`config.mk`:
```
export PLATFORM = sky130hd
export DESIGN_NAME = snake_decoder
export DESIGN_NICKNAME = d
export VERILOG_FILES = /design/src/rtl/snake_decoder.sv
export SDC_FILE = /design/constraint.sdc
export NUM_CORES = 1
export LEC_CHECK = 0
export BUFFER_PORTS_ARGS = -buffer_cell sky130_fd_sc_hd__buf_2
export CAP_MARGIN = 5
export CELL_PAD_IN_SITES_DETAIL_PLACEMENT = 1
export CELL_PAD_IN_SITES_GLOBAL_PLACEMENT = 2
export CORE_ASPECT_RATIO = 0.6
export CORE_MARGIN = 8
export CORE_UTILIZATION = 38
export CTS_BUF_LIST = sky130_fd_sc_hd__clkbuf_4 sky130_fd_sc_hd__clkbuf_8 sky130_fd_sc_hd__clkbuf_16
export DETAILED_ROUTE_END_ITERATION = 16
export GPL_ROUTABILITY_DRIVEN = 0
export GPL_TIMING_DRIVEN = 0
export PLACE_DENSITY = 0.76
export SYNTH_ARGS = -nofsm -noshare
export SYNTH_HDL_FRONTEND = slang
export SYNTH_SLANG_ARGS = --single-unit
```
`constraint.sdc`:
```
create_clock -name clk -period 2.9 [get_ports clk]
set_input_delay 0.58 -clock clk [delete_from_list [all_inputs] [get_ports clk]]
set_output_delay 0.58 -clock clk [all_outputs]
set_load 0.02 [all_outputs]
```
`src/rtl/snake_decoder.sv`:
```
// snake_decoder: decodes a 16-LED frame into three snake heads/directions over a 16-cycle bit scan.
// Define SNAKE_DEC_STEP_CHECK_EN to reject frames that move any head by more than one position.
module snake_decoder #(
  parameter int MOVE_CNT_W = 8
) (
  input  logic                  clk,
  input  logic                  rst,
  input  logic                  en,
  input  logic                  sample,
  input  logic [15:0]           led_in,
  output logic                  busy,
  output logic                  valid,
  output logic                  err,
  output logic [3:0]            s1_pos,
  output logic [3:0]            s2_pos,
  output logic [3:0]            s3_pos,
  output logic                  s1_dir,
  output logic                  s2_dir,
  output logic                  s3_dir,
  output logic [MOVE_CNT_W-1:0] move_cnt
);
  typedef enum logic [1:0] {IDLE, SCAN, CHECK} state_t;
  state_t      r_state, w_next;
  logic [15:0] r_frame;
  logic [3:0]  r_idx, r_start;
  logic [4:0]  r_len;
  logic [2:0]  r_runs, r_ok;
  logic [3:0]  r_head [3];
  logic        r_pend, r_legal, r_moved;
  logic        w_bit, w_close, w_shape, w_moved, w_legal;
  logic [4:0]  w_clen;
  logic [3:0]  w_chead;
  assign busy    = r_state != IDLE;
  assign w_bit   = r_frame[r_idx];
  // r_len is zero outside a run, so it doubles as the "previous bit was 1" flag
  assign w_close = (r_len != 5'd0 && !w_bit) || (w_bit && r_idx == 4'd0);
  assign w_clen  = w_bit ? r_len + 5'd1 : r_len;
  assign w_chead = r_len != 5'd0 ? r_start : r_idx;
  assign w_shape = r_runs == 3'd3 && &r_ok;
  assign w_moved = r_head[0] != s1_pos || r_head[1] != s2_pos || r_head[2] != s3_pos;
`ifdef SNAKE_DEC_STEP_CHECK_EN
  function automatic logic far(input logic [3:0] a, input logic [3:0] b);
    return (a > b ? a - b : b - a) > 4'd1;
  endfunction
  assign w_legal = w_shape && !far(r_head[0], s1_pos) && !far(r_head[1], s2_pos) && !far(r_head[2], s3_pos);
`else
  assign w_legal = w_shape;
`endif
  always_comb begin
    w_next = r_state;
    if (r_state == IDLE && sample && en) w_next = SCAN;
    if (r_state == SCAN && r_idx == 4'd0) w_next = CHECK;
    if (r_state == CHECK) w_next = IDLE;
  end
  always_ff @(posedge clk or negedge rst) begin
    if (!rst) begin
      r_state <= IDLE;
      r_frame <= '0;
      r_idx   <= '0;
      r_start <= '0;
      r_len   <= '0;
      r_runs  <= '0;
      r_ok    <= '0;
      r_head  <= '{default: '0};
      r_pend  <= 1'b0;
      r_legal <= 1'b0;
      r_moved <= 1'b0;
    end else begin
      r_state <= w_next;
      r_pend  <= r_state == CHECK;
      if (r_state == IDLE && sample && en) begin
        r_frame <= led_in;
        r_idx   <= 4'd15;
        r_len   <= '0;
        r_runs  <= '0;
        r_ok    <= '0;
      end
      if (r_state == SCAN) begin
        r_idx <= r_idx - 4'd1;
        r_len <= w_bit ? w_clen : 5'd0;
        if (w_bit && r_len == 5'd0) r_start <= r_idx;
        if (w_close) begin
          for (int k = 0; k < 3; k++)
            if (r_runs == 3'(k)) begin
              r_head[k] <= w_chead;
              r_ok[k]   <= w_clen == 5'(k + 1);
            end
          r_runs <= r_runs == 3'd7 ? r_runs : r_runs + 3'd1;
        end
      end
      if (r_state == CHECK) begin
        r_legal <= w_legal;
        r_moved <= w_moved;
      end
    end
  end
  // results land one edge after CHECK so the valid pulse sits on the 18th edge after acceptance
  always_ff @(posedge clk or negedge rst) begin
    if (!rst) begin
      valid    <= 1'b0;
      err      <= 1'b0;
      s1_pos   <= 4'd15;
      s2_pos   <= 4'd11;
      s3_pos   <= 4'd2;
      s1_dir   <= 1'b0;
      s2_dir   <= 1'b0;
      s3_dir   <= 1'b1;
      move_cnt <= '0;
    end else begin
      valid <= r_pend;
      if (r_pend) begin
        err <= !r_legal;
        if (r_legal) begin
          s1_pos <= r_head[0];
          s2_pos <= r_head[1];
          s3_pos <= r_head[2];
          s1_dir <= r_head[0] > s1_pos ? 1'b1 : r_head[0] < s1_pos ? 1'b0 : s1_dir;
          s2_dir <= r_head[1] > s2_pos ? 1'b1 : r_head[1] < s2_pos ? 1'b0 : s2_dir;
          s3_dir <= r_head[2] > s3_pos ? 1'b1 : r_head[2] < s3_pos ? 1'b0 : s3_dir;
          if (r_moved && !(&move_cnt)) move_cnt <= move_cnt + MOVE_CNT_W'(1);
        end
      end
    end
  end
endmodule

```
==> results of run 1 <==
cell usage in the layout, fill, tap and decap left out, types with 6 or more instances in the layout:
master / n
sky130_fd_sc_hd__a21oi_1: 7
sky130_fd_sc_hd__buf_2: 44
sky130_fd_sc_hd__clkbuf_1: 11
sky130_fd_sc_hd__clkbuf_16: 9
sky130_fd_sc_hd__dfrtp_1: 68
sky130_fd_sc_hd__dfstp_2: 9
sky130_fd_sc_hd__ha_1: 23
sky130_fd_sc_hd__inv_1: 29
sky130_fd_sc_hd__mux2_2: 27
sky130_fd_sc_hd__mux2i_1: 8
sky130_fd_sc_hd__nand2_1: 76
sky130_fd_sc_hd__nand3_1: 6
sky130_fd_sc_hd__nand4_1: 8
sky130_fd_sc_hd__nor2_1: 12
sky130_fd_sc_hd__nor3_1: 6
sky130_fd_sc_hd__o21ai_0: 16
metal layers:
layer	vias up	track usage, %
li1	1386	-
met1	1402	19.86
met4	0	4.051
met5	-	0
met3	12	4.298
met2	35	21.81
power breakdown:
group,switching [mW],internal (mW),total [mW],leakage [nW]
combinational,1.18,0.836,2.02,1.12
sequential,0.228,1.40,1.63,0.957
clock,0.458,0.784,1.24,0.163
worst max-delay path: stages (launching register included):
cell	delay (ns)
sky130_fd_sc_hd__dfrtp_1	0.34
sky130_fd_sc_hd__buf_6	0.16
sky130_fd_sc_hd__mux4_2	0.56
sky130_fd_sc_hd__a22oi_4	0.28
sky130_fd_sc_hd__o21ai_2	0.22
sky130_fd_sc_hd__ha_1	0.42
sky130_fd_sc_hd__and3_1	0.19
sky130_fd_sc_hd__mux2i_1	0.20
sky130_fd_sc_hd__mux2i_1	0.11
state kept, by name (all words and copies together), names as in the netlist, 2 cells and up:
register and count:
s3_pos 4, r_len 5, s1_pos 4, s2_pos 4, r_head 12, move_cnt 8
r_frame 16, r_idx 4, r_state 2, r_ok 3, r_start 4, r_runs 3
stage by stage:
step / power [mW] / hold slack (ns) / util, % / instance area, µm²
floorplan: 3.092 / 0.2844 / - / 3915
global placement: 3.557 / 0.3655 / 43.31 / 4309
detailed placement: 3.651 / 0.3750 / 43.61 / 4339
CTS: 4.941 / 0.1212 / 46.97 / 4673
global route: 5.253 / 0.1330 / 47.08 / 4684
finish: 4.891 / 0.1251 / 47.08 / 4684
worst max path at each step:
stage          startpoint  endpoint  slack, ns  cells after the start
6_report         r_idx[0]   r_ok[1]       0.27                      8
3_5_place_dp     r_idx[2]   r_ok[1]       0.11                      8
2_1_floorplan    r_idx[0]   r_ok[1]       0.53                      8
4_1_cts          r_idx[2]   r_ok[1]       0.08                      8
3_3_place_gp     r_idx[2]   r_ok[1]       0.17                      8
5_1_grt          r_idx[0]   r_ok[1]       0.17                      9
cell type report:
cell class                      instances  area, µm²  share of cell area [%]
Sequential cell                        77       1938                   41.37
Clock inverter                          6      95.09                   2.030
Tap cell                              135      168.9                   3.606
Clock buffer                           10      239.0                   5.101
Multi-Input combinational cell        249       1812                   38.68
Timing Repair Buffer                   48      270.3                   5.769
Inverter                               29      108.9                   2.324
Buffer                                 12      52.55                   1.122
kinds of logic (layout without fill, tap and decap cells):
group                      after synthesis  in the layout  share of synthesized area (%)
buffers and inverters                   42            105                          4.218
and+or+nand+nor                        125            125                          14.13
DFF                                     77             77                          49.50
muxes                                   40             40                          12.11
adders and majority gates               23             23                          7.351
xor gates and xnor gates                10             10                          2.237
AOI/OAI and AO/OA                       51             51                          10.45
==> out/qor.json, run 1 <==
{
  "rr_endpoint": "r_ok[1]",
  "synthCells": 368,
  "synth-async-reset-ratio_pct": 100.0,
  "placedCellCount": 549,
  "end_kind": "flip-flop",
  "floorplan.io_pins": 46,
  "clock_tree.buffer_depth": 2,
  "clock-sinks": 77,
  "synth_warnings": 0,
  "vias_per_cell": 5.009,
  "layoutNonFillerInstCount": 566,
  "num_rows": 28,
  "critical_path.max_fanout": 10,
  "worst-slew-pin-transition_ns": 0.7107,
  "r2r_cells": 8,
  "maxSlewViolCount": 0,
  "min_period_over_period_pct": 90.66,
  "post_drt_wl_per_cell_um": 16.68,
  "final_antenna_net_count": 0,
  "wl_met1_um": 4907,
  "critPathRequiredTime_ns": 3.10,
  "clk_latency_ns": 0.34,
  "leakagePower_nw": 2.240,
  "global_route.overflow_total": 0,
  "dr.first_iter.drc_count": 64,
  "synth-seq-area-share_pct": 49.50,
  "post-cts-setup-buffer-count": 0,
  "detailedRoute.firstPassIterationCount": 4,
  "grt_util_all_layers_pct": 14.44,
  "buffers_on_ports": 45,
  "cts_inserted_buffers": 9,
  "total_negative_setup_slacks_ns": 0,
  "routed_wl_um": 9439,
  "synth_area_um2": 3915,
  "path_clk_slew_ns": 0.07,
  "initial_antenna_violation_count": 0,
  "vdd_drop_max_uv": 388.6,
  "worst_ep_arrival_time_ns": 2.83,
  "grt_first_pass_wirelength_um": 15930,
  "cts-resized-gates": 0,
  "period_needed_ns": 2.629,
  "layout_cells_sized_above_1_pct": 26.91,
  "met2_wirelength_um": 4097,
  "finalSetupViolations": 0,
  "result_of_the_run": "finished, final reports clean",
  "grt_pass1_vias": 3060,
  "design.die.area_um2": 13910,
  "num_antenna_cells": 0,
  "horizontal_die_dimension_um": 147.0,
  "ys_ff_latch": 77,
  "synth_nets": 411,
  "max-cap-violations": 0,
  "highest_layer": "met4",
  "die_h_um": 94.63,
  "clock-root-buffer": "sky130_fd_sc_hd__clkbuf_16",
  "setup_slack_ns": 0.2707,
  "postSynth.topFlopCell": "sky130_fd_sc_hd__dfrtp_1",
  "hp-class": "primary input to async pin",
  "yosys.cell_types.count": 40,
  "synth_edf_count": 0,
  "vias": 2835,
  "final_nets": 469,
  "detailedPlace.worstSlack_ns": 0.1097,
  "final-hold-violation-count": 0,
  "fmax_mhz": 380.3,
  "grt_setup_unrepaired": "false",
  "critPathKind": "flip-flop to flip-flop",
  "reg2reg_from": "r_idx[0]",
  "post-synth-top-area-cell": "sky130_fd_sc_hd__dfrtp_1",
  "powerDensity_nw_per_um2": 1044,
  "grt_start_max_net_pins": 59,
  "htreeDepth": 3,
  "cts-hold-fix-buffers": 0,
  "drc": 0,
  "type_of_origin_of_the_critical_path": "flip-flop",
  "area_delta_synth_final_pct": 19.65,
  "avgSynthCellArea_um2": 10.64,
  "synthMostInstantiatedCell": "sky130_fd_sc_hd__nand2_1",
  "routed-wl-met3_um": 353,
  "detailedPlacementHpwl_um": 7180,
  "max_slew_headroom_at_the_worst_pin_pct": 52.25,
  "cts_tree": "done",
  "number_of_filler_instances_in_the_final_layout": 1136,
  "core_area_um2": 9950,
  "floorplan.initialDensity_pct": 39.35,
  "clock_skew_ns": 0.01058,
  "synthDominantCellAreaShare_pct": 43.46,
  "worst-r2r-setup-slack_ns": 0.27,
  "yosys-top-cells-count": "sky130_fd_sc_hd__nand2_1, sky130_fd_sc_hd__dfrtp_1, sky130_fd_sc_hd__inv_1",
  "synth.top_cells.by_area": "sky130_fd_sc_hd__dfrtp_1, sky130_fd_sc_hd__mux2_2, sky130_fd_sc_hd__ha_1"
}
Note: power is estimated with default switching activity, not from simulation.
==> run 2: changes to the inputs <==
Settings changed: REMOVE_ABC_BUFFERS set to 1, SKIP_CTS_REPAIR_TIMING set to 1.
==> run 2 against run 1 <==
Clock skew decreased by 0.0066 ns; clock-buffer cell count is 2 higher; register-to-register slack got worse by 0.04 ns; global-route usage down 0.33 points; via count is 1.7% lower; sequential cell count unchanged; hold slack gained 0.093 ns; critical path type unchanged; sequential share of layout area is 0.85 points higher; clock power decreased by 15%; setup slack worse by 0.042 ns; wire length fell by 2.8%; non-clock buffer count shrank 9.
==> out/qor.json, run 2 (synthesized netlist as in run 1, its figures left out) <==
{
  "result_of_the_run": "finished, final reports clean",
  "floorplan.initialDensity": {"value": 39.35, "unit": "%", "change": "unchanged"},
  "setup_slack": {"value": 0.2285, "unit": "ns", "change": "-0.04228 ns"},
  "cts_inserted_buffers": {"value": 9, "change": "unchanged"},
  "grt_setup_unrepaired": "false",
  "largest_registers": "r_frame: 16 flops, r_head: 12 flops, move_cnt: 8 flops",
  "internal_power": {"value": 2.842, "unit": "mW", "change": "-5.9%"},
  "dr.first_iter.drc_count": {"value": 128, "change": "+100%"},
  "clk_latency": {"value": 0.34, "unit": "ns", "change": "about the same"},
  "critPathKind": "flip-flop to flip-flop",
  "comb_power_share": {"value": 40.9, "unit": "%", "change": "-0.4 points"},
  "timing.hold.ws": {"value": 0.2183, "unit": "ns", "change": "+0.09325 ns"},
  "powerDensity": {"value": 1017, "unit": "nW/µm²", "change": "-2.6%"},
  "num_antenna_cells": {"value": 0, "change": "unchanged"},
  "clock_skew": {"value": 0.004023, "unit": "ns", "change": "-0.006553 ns"},
  "grt_pass1_vias": {"value": 3028, "change": "-1.0%"},
  "multi_input_comb_area": {"value": 1812, "unit": "µm²", "change": "unchanged"},
  "num_rows": {"value": 28, "change": "unchanged"},
  "critical_path.max_fanout": {"value": 11, "change": "+1"},
  "max-cap-violations": {"value": 0, "change": "unchanged"},
  "leakagePower": {"value": 2.203, "unit": "nW", "change": "-1.7%"},
  "type_of_origin_of_the_critical_path": "flip-flop",
  "path_clk_slew": {"value": 0.06, "unit": "ns", "change": "about the same"},
  "worst-slew-pin-transition": {"value": 0.8735, "unit": "ns", "change": "+0.1627 ns"},
  "seq_power_share": {"value": 36.3, "unit": "%", "change": "+3.0 points"},
  "end_kind": "flip-flop",
  "final_antenna_net_count": {"value": 0, "change": "unchanged"},
  "grt_start_max_net_pins": {"value": 40, "change": "-32%"},
  "hp-class": "primary input to async pin",
  "detailedPlace.worstSlack": {"value": -0.03504, "unit": "ns", "change": "-0.1448 ns"},
  "floorplan.io_pins": {"value": 46, "change": "unchanged"},
  "rr_endpoint": "r_head[0]",
  "power.share.clock": {"value": 22.7, "unit": "%", "change": "-2.7 points"},
  "horizontal_die_dimension": {"value": 147.0, "unit": "µm", "change": "unchanged"},
  "vias": {"value": 2787, "change": "-1.7%"},
  "power.net_switching": {"value": 1.828, "unit": "mW", "change": "-2.2%"},
  "area_delta_synth_final_pct": 17.32,
  "clock_tree.buffer_depth": {"value": 2, "change": "unchanged"},
  "clock-sinks": {"value": 77, "change": "unchanged"},
  "most_common_library_cell_in_the_layout_ignoring_fill_and_taps": "sky130_fd_sc_hd__nand2_1",
  "finalSetupViolations": {"value": 0, "change": "unchanged"},
  "r2r_cells": {"value": 4, "change": "-4"},
  "grt_first_pass_wirelength": {"value": 15590, "unit": "µm", "change": "-2.1%"},
  "worst-r2r-setup-slack": {"value": 0.23, "unit": "ns", "change": "-0.04 ns"},
  "global_route.overflow_total": {"value": 0, "change": "unchanged"},
  "most_frequent_cells_in_the_layout": "sky130_fd_sc_hd__nand2_1, sky130_fd_sc_hd__dfrtp_1, sky130_fd_sc_hd__buf_2",
  "final-hold-violation-count": {"value": 0, "change": "unchanged"},
  "period_needed": {"value": 2.672, "unit": "ns", "change": "+0.04228 ns"},
  "maxSlewViolCount": {"value": 0, "change": "unchanged"},
  "min_period_over_period": {"value": 92.12, "unit": "%", "change": "+1.5 points"},
  "swShare": {"value": 39.15, "unit": "%", "change": "+0.92 points"},
  "design.die.area": {"value": 13910, "unit": "µm²", "change": "unchanged"},
  "core_area": {"value": 9950, "unit": "µm²", "change": "unchanged"},
  "max_slew_headroom_at_the_worst_pin": {"value": 41.65, "unit": "%", "change": "-11 points"},
  "post_drt_wl_per_cell": {"value": 16.47, "unit": "µm", "change": "-1.2%"},
  "final_nets": {"value": 460, "change": "-1.9%"},
  "seqCellArea": {"value": 1939, "unit": "µm²", "change": "about the same"},
  "buffers_on_ports": {"value": 45, "change": "unchanged"},
  "vias_per_cell": {"value": 5.004, "change": "-0.10%"},
  "fmax": {"value": 374.3, "unit": "MHz", "change": "-1.6%"},
  "vdd_drop_max": {"value": 399.1, "unit": "µV", "change": "+2.7%"},
  "cts_tree": "done",
  "grt_util_all_layers": {"value": 14.12, "unit": "%", "change": "-0.33 points"},
  "routed_wl": {"value": 9173, "unit": "µm", "change": "-2.8%"},
  "drc": {"value": 0, "change": "unchanged"},
  "critPathRequiredTime": {"value": 3.12, "unit": "ns", "change": "+0.02 ns"},
  "detailedRoute.firstPassIterationCount": {"value": 4, "change": "unchanged"},
  "worst_ep_arrival_time": {"value": 2.89, "unit": "ns", "change": "+0.06 ns"},
  "largest-register": "r_frame",
  "layout_cells_sized_above_1": {"value": 28.20, "unit": "%", "change": "+1.3 points"},
  "initial_antenna_violation_count": {"value": 0, "change": "unchanged"},
  "clock-root-buffer": "sky130_fd_sc_hd__clkbuf_16",
  "die_h": {"value": 94.63, "unit": "µm", "change": "unchanged"},
  "detailedPlacementHpwl": {"value": 6818, "unit": "µm", "change": "-5.0%"},
  "number_of_filler_instances_in_the_final_layout": {"value": 1113, "change": "-2.0%"},
  "largest_register_ffs": {"value": 16, "change": "unchanged"},
  "htreeDepth": {"value": 3, "change": "unchanged"},
  "reg2reg_from": "r_state[0]"
}
==> run 2: worst max-delay path by stage <==
stage                      to       start  slack [ns]
finish              r_head[0]  r_state[0]        0.23
global route        r_head[2]  r_state[0]        0.03
CTS                   r_ok[1]    r_idx[0]       -0.06
detailed placement    r_ok[1]    r_idx[0]       -0.04
global placement      r_ok[1]    r_idx[0]       0.007
floorplan             r_ok[1]    r_idx[0]        0.42
==> run 2: through the flow <==
step                total power [mW]  area, µm²   TNS, ns  instances  util (%)
floorplan                      3.053       3859         0        355         -
global placement               3.514       4253         0        535     42.74
detailed placement             3.586       4283  -0.03504        537     43.05
CTS                            4.686       4562  -0.08014        553     45.85
global route                   5.037       4593         0        557     46.16
finish                         4.670       4593         0        557     46.16
==> run 2: per-layer routing <==
metal  routed length [µm]  global-route usage (%)  share of wire, %
met1                 4779                   19.60                52
met2                 3943                   20.82                43
met3                  359                   4.680               3.9
met4                   91                   3.629              0.99
met5                    0                       0                 0
==> run 2: critical path: stages (launching register included) <==
cell and delay [ns]:
sky130_fd_sc_hd__dfrtp_1 0.41, sky130_fd_sc_hd__nor2b_1 0.72, sky130_fd_sc_hd__nand2_1 0.38, sky130_fd_sc_hd__a2111oi_4 0.63, sky130_fd_sc_hd__mux2_2 0.40
==> run 2: layout make-up <==
class	count	area share [%]
Sequential cell	77	42.22
Multi-Input combinational cell	249	39.44
Timing Repair Buffer	51	6.211
Clock buffer	12	5.530
Tap cell	135	3.677
Inverter	29	2.370
Clock inverter	4	0.5448
==> run 2: power groups by stage <==
stage / combinational, mW / sequential [mW] / clock, mW
final: 1.91 / 1.70 / 1.06
after global routing: 2.15 / 1.75 / 1.14
after CTS: 1.89 / 1.70 / 1.10
after detailed placement: 1.88 / 1.71 / 0
after global placement: 1.81 / 1.70 / 0
after floorplan: 1.44 / 1.61 / 0
